**src/rtl/register_file_pkg.sv**
```systemverilog
// Shared configuration for the architectural register file.
package register_file_pkg;

    localparam int unsigned XLEN      = 32;
    localparam int unsigned REG_NUM   = 32;
    localparam int unsigned REG_IDX_W = 5;
    localparam int unsigned ROB_IDX_W = 6;

    localparam logic [REG_IDX_W-1:0] ZERO_REG = REG_IDX_W'(0);

endpackage

```
**src/rtl/register_file_rf_read_port.sv**
```systemverilog
// Single combinational operand lookup with x0 masking.
// Optional macro RF_COMMIT_BYPASS_EN forwards a same-cycle commit that
// retires the register's current producer.
module rf_read_port
    import register_file_pkg::*;
(
    input  logic [REG_IDX_W-1:0]                rs_addr,
    input  logic [REG_NUM-1:0][XLEN-1:0]        reg_value,
    input  logic [REG_NUM-1:0]                  reg_busy,
    input  logic [REG_NUM-1:0][ROB_IDX_W-1:0]   reg_tag,
`ifdef RF_COMMIT_BYPASS_EN
    input  logic                                rdy,
    input  logic                                rf_valid,
    input  logic [ROB_IDX_W-1:0]                rf_index,
    input  logic [REG_IDX_W-1:0]                rf_rd,
    input  logic [XLEN-1:0]                     rf_value,
`endif
    output logic [XLEN-1:0]                     rs_value,
    output logic                                rs_busy,
    output logic [ROB_IDX_W-1:0]                rs_tag
);

    // Stored-state lookup, optional commit forward, then x0 override.
    always_comb begin
        rs_value = reg_value[rs_addr];
        rs_busy  = reg_busy[rs_addr];
        rs_tag   = reg_tag[rs_addr];
`ifdef RF_COMMIT_BYPASS_EN
        if (rf_valid && rdy && (rf_rd == rs_addr) && (rs_addr != ZERO_REG) &&
            reg_busy[rs_addr] && (reg_tag[rs_addr] == rf_index)) begin
            rs_value = rf_value;
            rs_busy  = 1'b0;
        end
`endif
        if (rs_addr == ZERO_REG) begin
            rs_value = '0;
            rs_busy  = 1'b0;
            rs_tag   = '0;
        end
    end

endmodule

```
**src/rtl/register_file.sv**
```systemverilog
// Architectural register file with per-register rename tags.
// Commits from the ROB write values and retire busy bits; issues claim
// registers for an in-flight ROB entry; flush drops all claims.
// Optional macro RF_COMMIT_BYPASS_EN enables same-cycle commit forwarding.
module register_file
    import register_file_pkg::*;
(
    input  logic                    clk,
    input  logic                    rst,
    input  logic                    rdy,
    input  logic                    issue_valid,
    input  logic [REG_IDX_W-1:0]    issue_rd,
    input  logic [ROB_IDX_W-1:0]    issue_rob_index,
    input  logic [REG_IDX_W-1:0]    rs1_addr,
    input  logic [REG_IDX_W-1:0]    rs2_addr,
    output logic [XLEN-1:0]         rs1_value,
    output logic                    rs1_busy,
    output logic [ROB_IDX_W-1:0]    rs1_tag,
    output logic [XLEN-1:0]         rs2_value,
    output logic                    rs2_busy,
    output logic [ROB_IDX_W-1:0]    rs2_tag,
    input  logic                    rf_valid,
    input  logic [ROB_IDX_W-1:0]    rf_index,
    input  logic [REG_IDX_W-1:0]    rf_rd,
    input  logic [XLEN-1:0]         rf_value,
    input  logic                    flush
);

    logic [REG_NUM-1:0][XLEN-1:0]      value_q, value_d;
    logic [REG_NUM-1:0]                busy_q,  busy_d;
    logic [REG_NUM-1:0][ROB_IDX_W-1:0] tag_q,   tag_d;

    // Next-state: commit first, then flush or issue (issue wins busy/tag).
    always_comb begin
        value_d = value_q;
        busy_d  = busy_q;
        tag_d   = tag_q;
        if (rdy) begin
            if (rf_valid && (rf_rd != ZERO_REG)) begin
                value_d[rf_rd] = rf_value;
                if (tag_q[rf_rd] == rf_index) begin
                    busy_d[rf_rd] = 1'b0;
                end
            end
            if (flush) begin
                busy_d = '0;
            end else if (issue_valid && (issue_rd != ZERO_REG)) begin
                busy_d[issue_rd] = 1'b1;
                tag_d[issue_rd]  = issue_rob_index;
            end
        end
    end

    // State registers with synchronous reset.
    always_ff @(posedge clk) begin
        if (rst) begin
            value_q <= '0;
            busy_q  <= '0;
            tag_q   <= '0;
        end else begin
            value_q <= value_d;
            busy_q  <= busy_d;
            tag_q   <= tag_d;
        end
    end

    rf_read_port u_rs1_port (
        .rs_addr   (rs1_addr),
        .reg_value (value_q),
        .reg_busy  (busy_q),
        .reg_tag   (tag_q),
`ifdef RF_COMMIT_BYPASS_EN
        .rdy       (rdy),
        .rf_valid  (rf_valid),
        .rf_index  (rf_index),
        .rf_rd     (rf_rd),
        .rf_value  (rf_value),
`endif
        .rs_value  (rs1_value),
        .rs_busy   (rs1_busy),
        .rs_tag    (rs1_tag)
    );

    rf_read_port u_rs2_port (
        .rs_addr   (rs2_addr),
        .reg_value (value_q),
        .reg_busy  (busy_q),
        .reg_tag   (tag_q),
`ifdef RF_COMMIT_BYPASS_EN
        .rdy       (rdy),
        .rf_valid  (rf_valid),
        .rf_index  (rf_index),
        .rf_rd     (rf_rd),
        .rf_value  (rf_value),
`endif
        .rs_value  (rs2_value),
        .rs_busy   (rs2_busy),
        .rs_tag    (rs2_tag)
    );

endmodule

```
**config.mk**
```make
export PLATFORM = sky130hd
export DESIGN_NAME = register_file
export DESIGN_NICKNAME = d
export VERILOG_FILES = /design/src/rtl/register_file_pkg.sv /design/src/rtl/register_file_rf_read_port.sv /design/src/rtl/register_file.sv
export SDC_FILE = /design/constraint.sdc
export NUM_CORES = 2
export LEC_CHECK = 0
export CAP_MARGIN = 20
export CORE_MARGIN = 2
export CORE_UTILIZATION = 55
export CTS_BUF_LIST = sky130_fd_sc_hd__clkbuf_2 sky130_fd_sc_hd__clkbuf_4 sky130_fd_sc_hd__clkbuf_8
export DETAILED_ROUTE_END_ITERATION = 10
export HOLD_SLACK_MARGIN = 0.12
export MAX_ROUTING_LAYER = met4
export PLACE_DENSITY = 0.8
export SLEW_MARGIN = 20
export SYNTH_ARGS = -nofsm -noshare
export SYNTH_HDL_FRONTEND = slang
export SYNTH_SLANG_ARGS = --single-unit
```
**constraint.sdc**
```tcl
create_clock -name clk -period 10.1 [get_ports clk]
set_input_delay 2.02 -clock clk [delete_from_list [all_inputs] [get_ports clk]]
set_output_delay 2.02 -clock clk [all_outputs]
set_load 0.01 [all_outputs]
```
==> flow_metrics.env <==
export IMPL_sequentialPowerShare_pct=46.9
export IMPL_first_iter_violations=11420
export IMPL_coreArea_sq_um=116500
export IMPL_cts_buffers_inserted=197
export IMPL_synth_adder_area_share_pct=0
export IMPL_first_pass_iters=7
export IMPL_cts_htree_levels=4
export IMPL_clk_pin_slew_ps=50
export IMPL_ctsLongestPathBuffers=3
export IMPL_clock_skew_ps=65.31
export IMPL_vias=59750
export IMPL_critical_path_endpoint_type="output port"
export IMPL_fin_crit_ps=7855
export IMPL_timing_setup_critical_path_class="primary input to output port"
export IMPL_synth_yosys_warnings=0
export IMPL_final_setup_viol_count=0
export IMPL_maximum_ir_drop_on_the_vdd_rail_v=0.00009492
export IMPL_synth_top_family_by_area="multiplexers"
export IMPL_tns_ps=0
export IMPL_grt_antenna_before_repair=14
export IMPL_drt_total_wl_um=241000
export IMPL_post_route_antenna_net_violation_count=0
export IMPL_gpl_final_weighted_congestion=0.9298
export IMPL_post_synth_top_count_cell="sky130_fd_sc_hd__nand2_1"
export IMPL_placementRows=125
export IMPL_cts_num_sinks=1248
export IMPL_synth_seq_area_share_pct=38.53
export IMPL_period_share_pct=77.77
export IMPL_cts_repair_timing_setup_buffer_count=0
export IMPL_cts_root_buf="sky130_fd_sc_hd__clkbuf_8"
export IMPL_grt_max_degree=224
export IMPL_floorplan_initialDensity_pct=55.65
export IMPL_crit_top_cell="sky130_fd_sc_hd__buf_4"
export IMPL_swShare_pct=26.06
export IMPL_ys_seq_elements=1248
export IMPL_synth_compound_area_share_pct=11.39
export IMPL_hold_buffers=0
export IMPL_async_set_or_reset_flop_fraction_in_the_synthesized_netlist_pct=0
export IMPL_worst_slew_margin_rel_pct=13.86
export IMPL_pin_count=148
export IMPL_maxCapViolations=0
export IMPL_drv_slew=0
export IMPL_synthesis_instances=7030
export IMPL_tightest_pin_transition_ps=1287
export IMPL_synth_mux_area_fraction_pct=29.38
export IMPL_synthDistinctLibCells=49
export IMPL_grt_usage_pct=40.00
export IMPL_worst_hold_path_type="flip-flop to flip-flop"
export IMPL_routedWlPerCell_um=28.45
export IMPL_utilization_pct=61.02
export IMPL_die_wd_um=347.4
export IMPL_synth_xor_area_share_pct=0.08105
export IMPL_stdcell_area_sq_um=71100
export IMPL_critPathMaxFanout=37
export IMPL_finalWorstSetupSlack_ps=2245
export IMPL_p_switching_w=0.002757
export IMPL_drive_above_1_share_pct=19.03
export IMPL_power_density_nw_per_um2=148.8
export IMPL_cp_data_arrival_time_ps=5830
export IMPL_post_synth_main_area_contributors="sky130_fd_sc_hd__dfxtp_1 (39%), sky130_fd_sc_hd__mux4_2 (23%), sky130_fd_sc_hd__nand2_1 (12%)"
export IMPL_number_of_global_route_vias_before_repair=57570
export IMPL_synth_commonest_cells="sky130_fd_sc_hd__nand2_1 (2154), sky130_fd_sc_hd__dfxtp_1 (1248), sky130_fd_sc_hd__a21oi_1 (1098), sky130_fd_sc_hd__mux4_2 (652), sky130_fd_sc_hd__clkbuf_1 (568)"
export IMPL_cts_resized=0
export IMPL_clkLatencyLatePin_ps=950
export IMPL_worstPathRequired_ps=8080
export IMPL_num_nets_final=6847
export IMPL_synth_avg_cell_area_sq_um=9.223
export IMPL_worstPathCellList="buf_6 > buf_4 > buf_4 > mux2_2 > a221oi_1 > a211oi_1 > clkdlybuf4s50_1"
export IMPL_setup_worst_path_start_class="primary input"
export IMPL_grt_ovfl_total=0
export IMPL_pwr_share_clk_pct=45.3
export IMPL_timing_hold_violations_final=0
export IMPL_outcome="complete, no violations"
export IMPL_grt_pass1_wl_um=354100
export IMPL_final_hold_worst_slack_ps=464.6
export IMPL_p_leak_nw=23.53
export IMPL_numPortBuffers=147
export IMPL_grt_setup_unrepaired="false"
export IMPL_floorplan_die_area_sq_um=120700
export IMPL_cell_internal_pwr_w=0.007820
export IMPL_route_detailed_vias_per_inst=7.053
export IMPL_areaGrowthSynthToFinish_pct=9.646
export IMPL_tritoncts="built"
export IMPL_place_area_sq_um=66760
export IMPL_pwr_share_comb_pct=7.8
export IMPL_synthDominantCellAreaShare_pct=38.53
export IMPL_post_synth_top_area_cell="sky130_fd_sc_hd__dfxtp_1"
export IMPL_worst_path_max_delay_cell="sky130_fd_sc_hd__a211oi_1"
export IMPL_share_of_synthesized_cell_area_in_and_or_nand_and_nor_gates_pct=15.99
export IMPL_total_drc_errors_in_the_routed_layout=0
export IMPL_timing_critical_path_slowest_cell_delay_ps=950
export IMPL_die_y_um=347.4
export IMPL_clock_fmax_mhz=127.3
export IMPL_hpwl_reported_at_the_end_of_detailed_placement_um=135300
export IMPL_syn_cell_area_sq_um=64840
export IMPL_synth_top_flop_cell="sky130_fd_sc_hd__dfxtp_1"
export IMPL_pre_cts_slack_ps=2450
export IMPL_synth_edff_count=0
export IMPL_mappedNetlistNets=7100
-- worst max-delay path: cells and delay by family --
family	cells	cell delay (ps)
buf+inv	4	2430
mux	1	270
compound gates	2	1030
-- state kept, by name, summed over array words and instances, names as in the netlist --
signal and flops:
tag_q 192, value_q 1024, busy_q 32
-- power groups by stage --
stage | Clock (W) | Sequential (W) | Combinational [W]
final | 0.00479 | 0.00496 | 0.000827
after global routing | 0.00499 | 0.00495 | 0.000843
after CTS | 0.00476 | 0.00495 | 0.000796
after detailed placement | 0 | 0.00506 | 0.000795
after global placement | 0 | 0.00506 | 0.000791
after floorplan | 0 | 0.00506 | 0.000543
-- path summary, 6_finish.rpt --
path	startpoint	endpoint	slack, ps	cells past startpoint
setup / recovery	rs1_addr[3]	rs1_value[6]	2250	7
setup reg to reg	tag_q[132]$_SDFFE_PP0P_	busy_q[24]$_SDFFE_PP0P_	7290	10
hold / removal	value_q[460]$_SDFFE_PP0P_	value_q[460]$_SDFFE_PP0P_	460	2
hold reg to reg	value_q[460]$_SDFFE_PP0P_	value_q[460]$_SDFFE_PP0P_	460	2
-- logic make-up after synthesis --
group | after synthesis
xor+xnor | 6
flops | 1248
compound gates | 1337
simple gates | 2626
buf+inv | 732
mux | 1081
-- area by class of cell --
type,count,area [sq um]
multi-input combinational,5050,37250
inverter,2,7.507
timing repair buffer,278,2525
tap,1524,1907
clock inverter,40,447.9
clock buffer,313,3933
sequential,1248,24980
fill,9036,45420
antenna,16,40.04
-- layer usage --
| layer | wire length, um | track usage, % |
|---|---|---|
| met5 | 0 | - |
| met4 | 20000 | 27.56 |
| met3 | 41080 | 15.47 |
| met2 | 101300 | 55.58 |
| met1 | 78640 | 47.69 |
-- through the flow --
step | power [W] | instances
global route | 0.01079 | 8466
finish | 0.01058 | 8471
global placement | 0.005852 | 8101
floorplan | 0.005601 | 7030
CTS | 0.01051 | 8454
detailed placement | 0.005857 | 8101
-- placed cells by master (no fill, tap or decap), types with 28 or more instances in the layout --
cell type and count:
sky130_fd_sc_hd__nand2_1 2122, sky130_fd_sc_hd__dfxtp_1 1248, sky130_fd_sc_hd__a21oi_1 1097, sky130_fd_sc_hd__mux4_2 652
sky130_fd_sc_hd__mux2i_1 372, sky130_fd_sc_hd__clkbuf_8 253, sky130_fd_sc_hd__nor2_1 189, sky130_fd_sc_hd__buf_4 118
sky130_fd_sc_hd__clkdlybuf4s50_1 102, sky130_fd_sc_hd__nand3_1 101, sky130_fd_sc_hd__clkbuf_4 60, sky130_fd_sc_hd__mux2_2 57
sky130_fd_sc_hd__nor2b_1 46, sky130_fd_sc_hd__o22ai_1 40, sky130_fd_sc_hd__o221ai_1 36, sky130_fd_sc_hd__nor2_4 34
sky130_fd_sc_hd__buf_2 33, sky130_fd_sc_hd__nand2_2 31, sky130_fd_sc_hd__a22oi_1 30, sky130_fd_sc_hd__a221oi_1 28
Note: power is estimated with default switching activity, not from simulation.
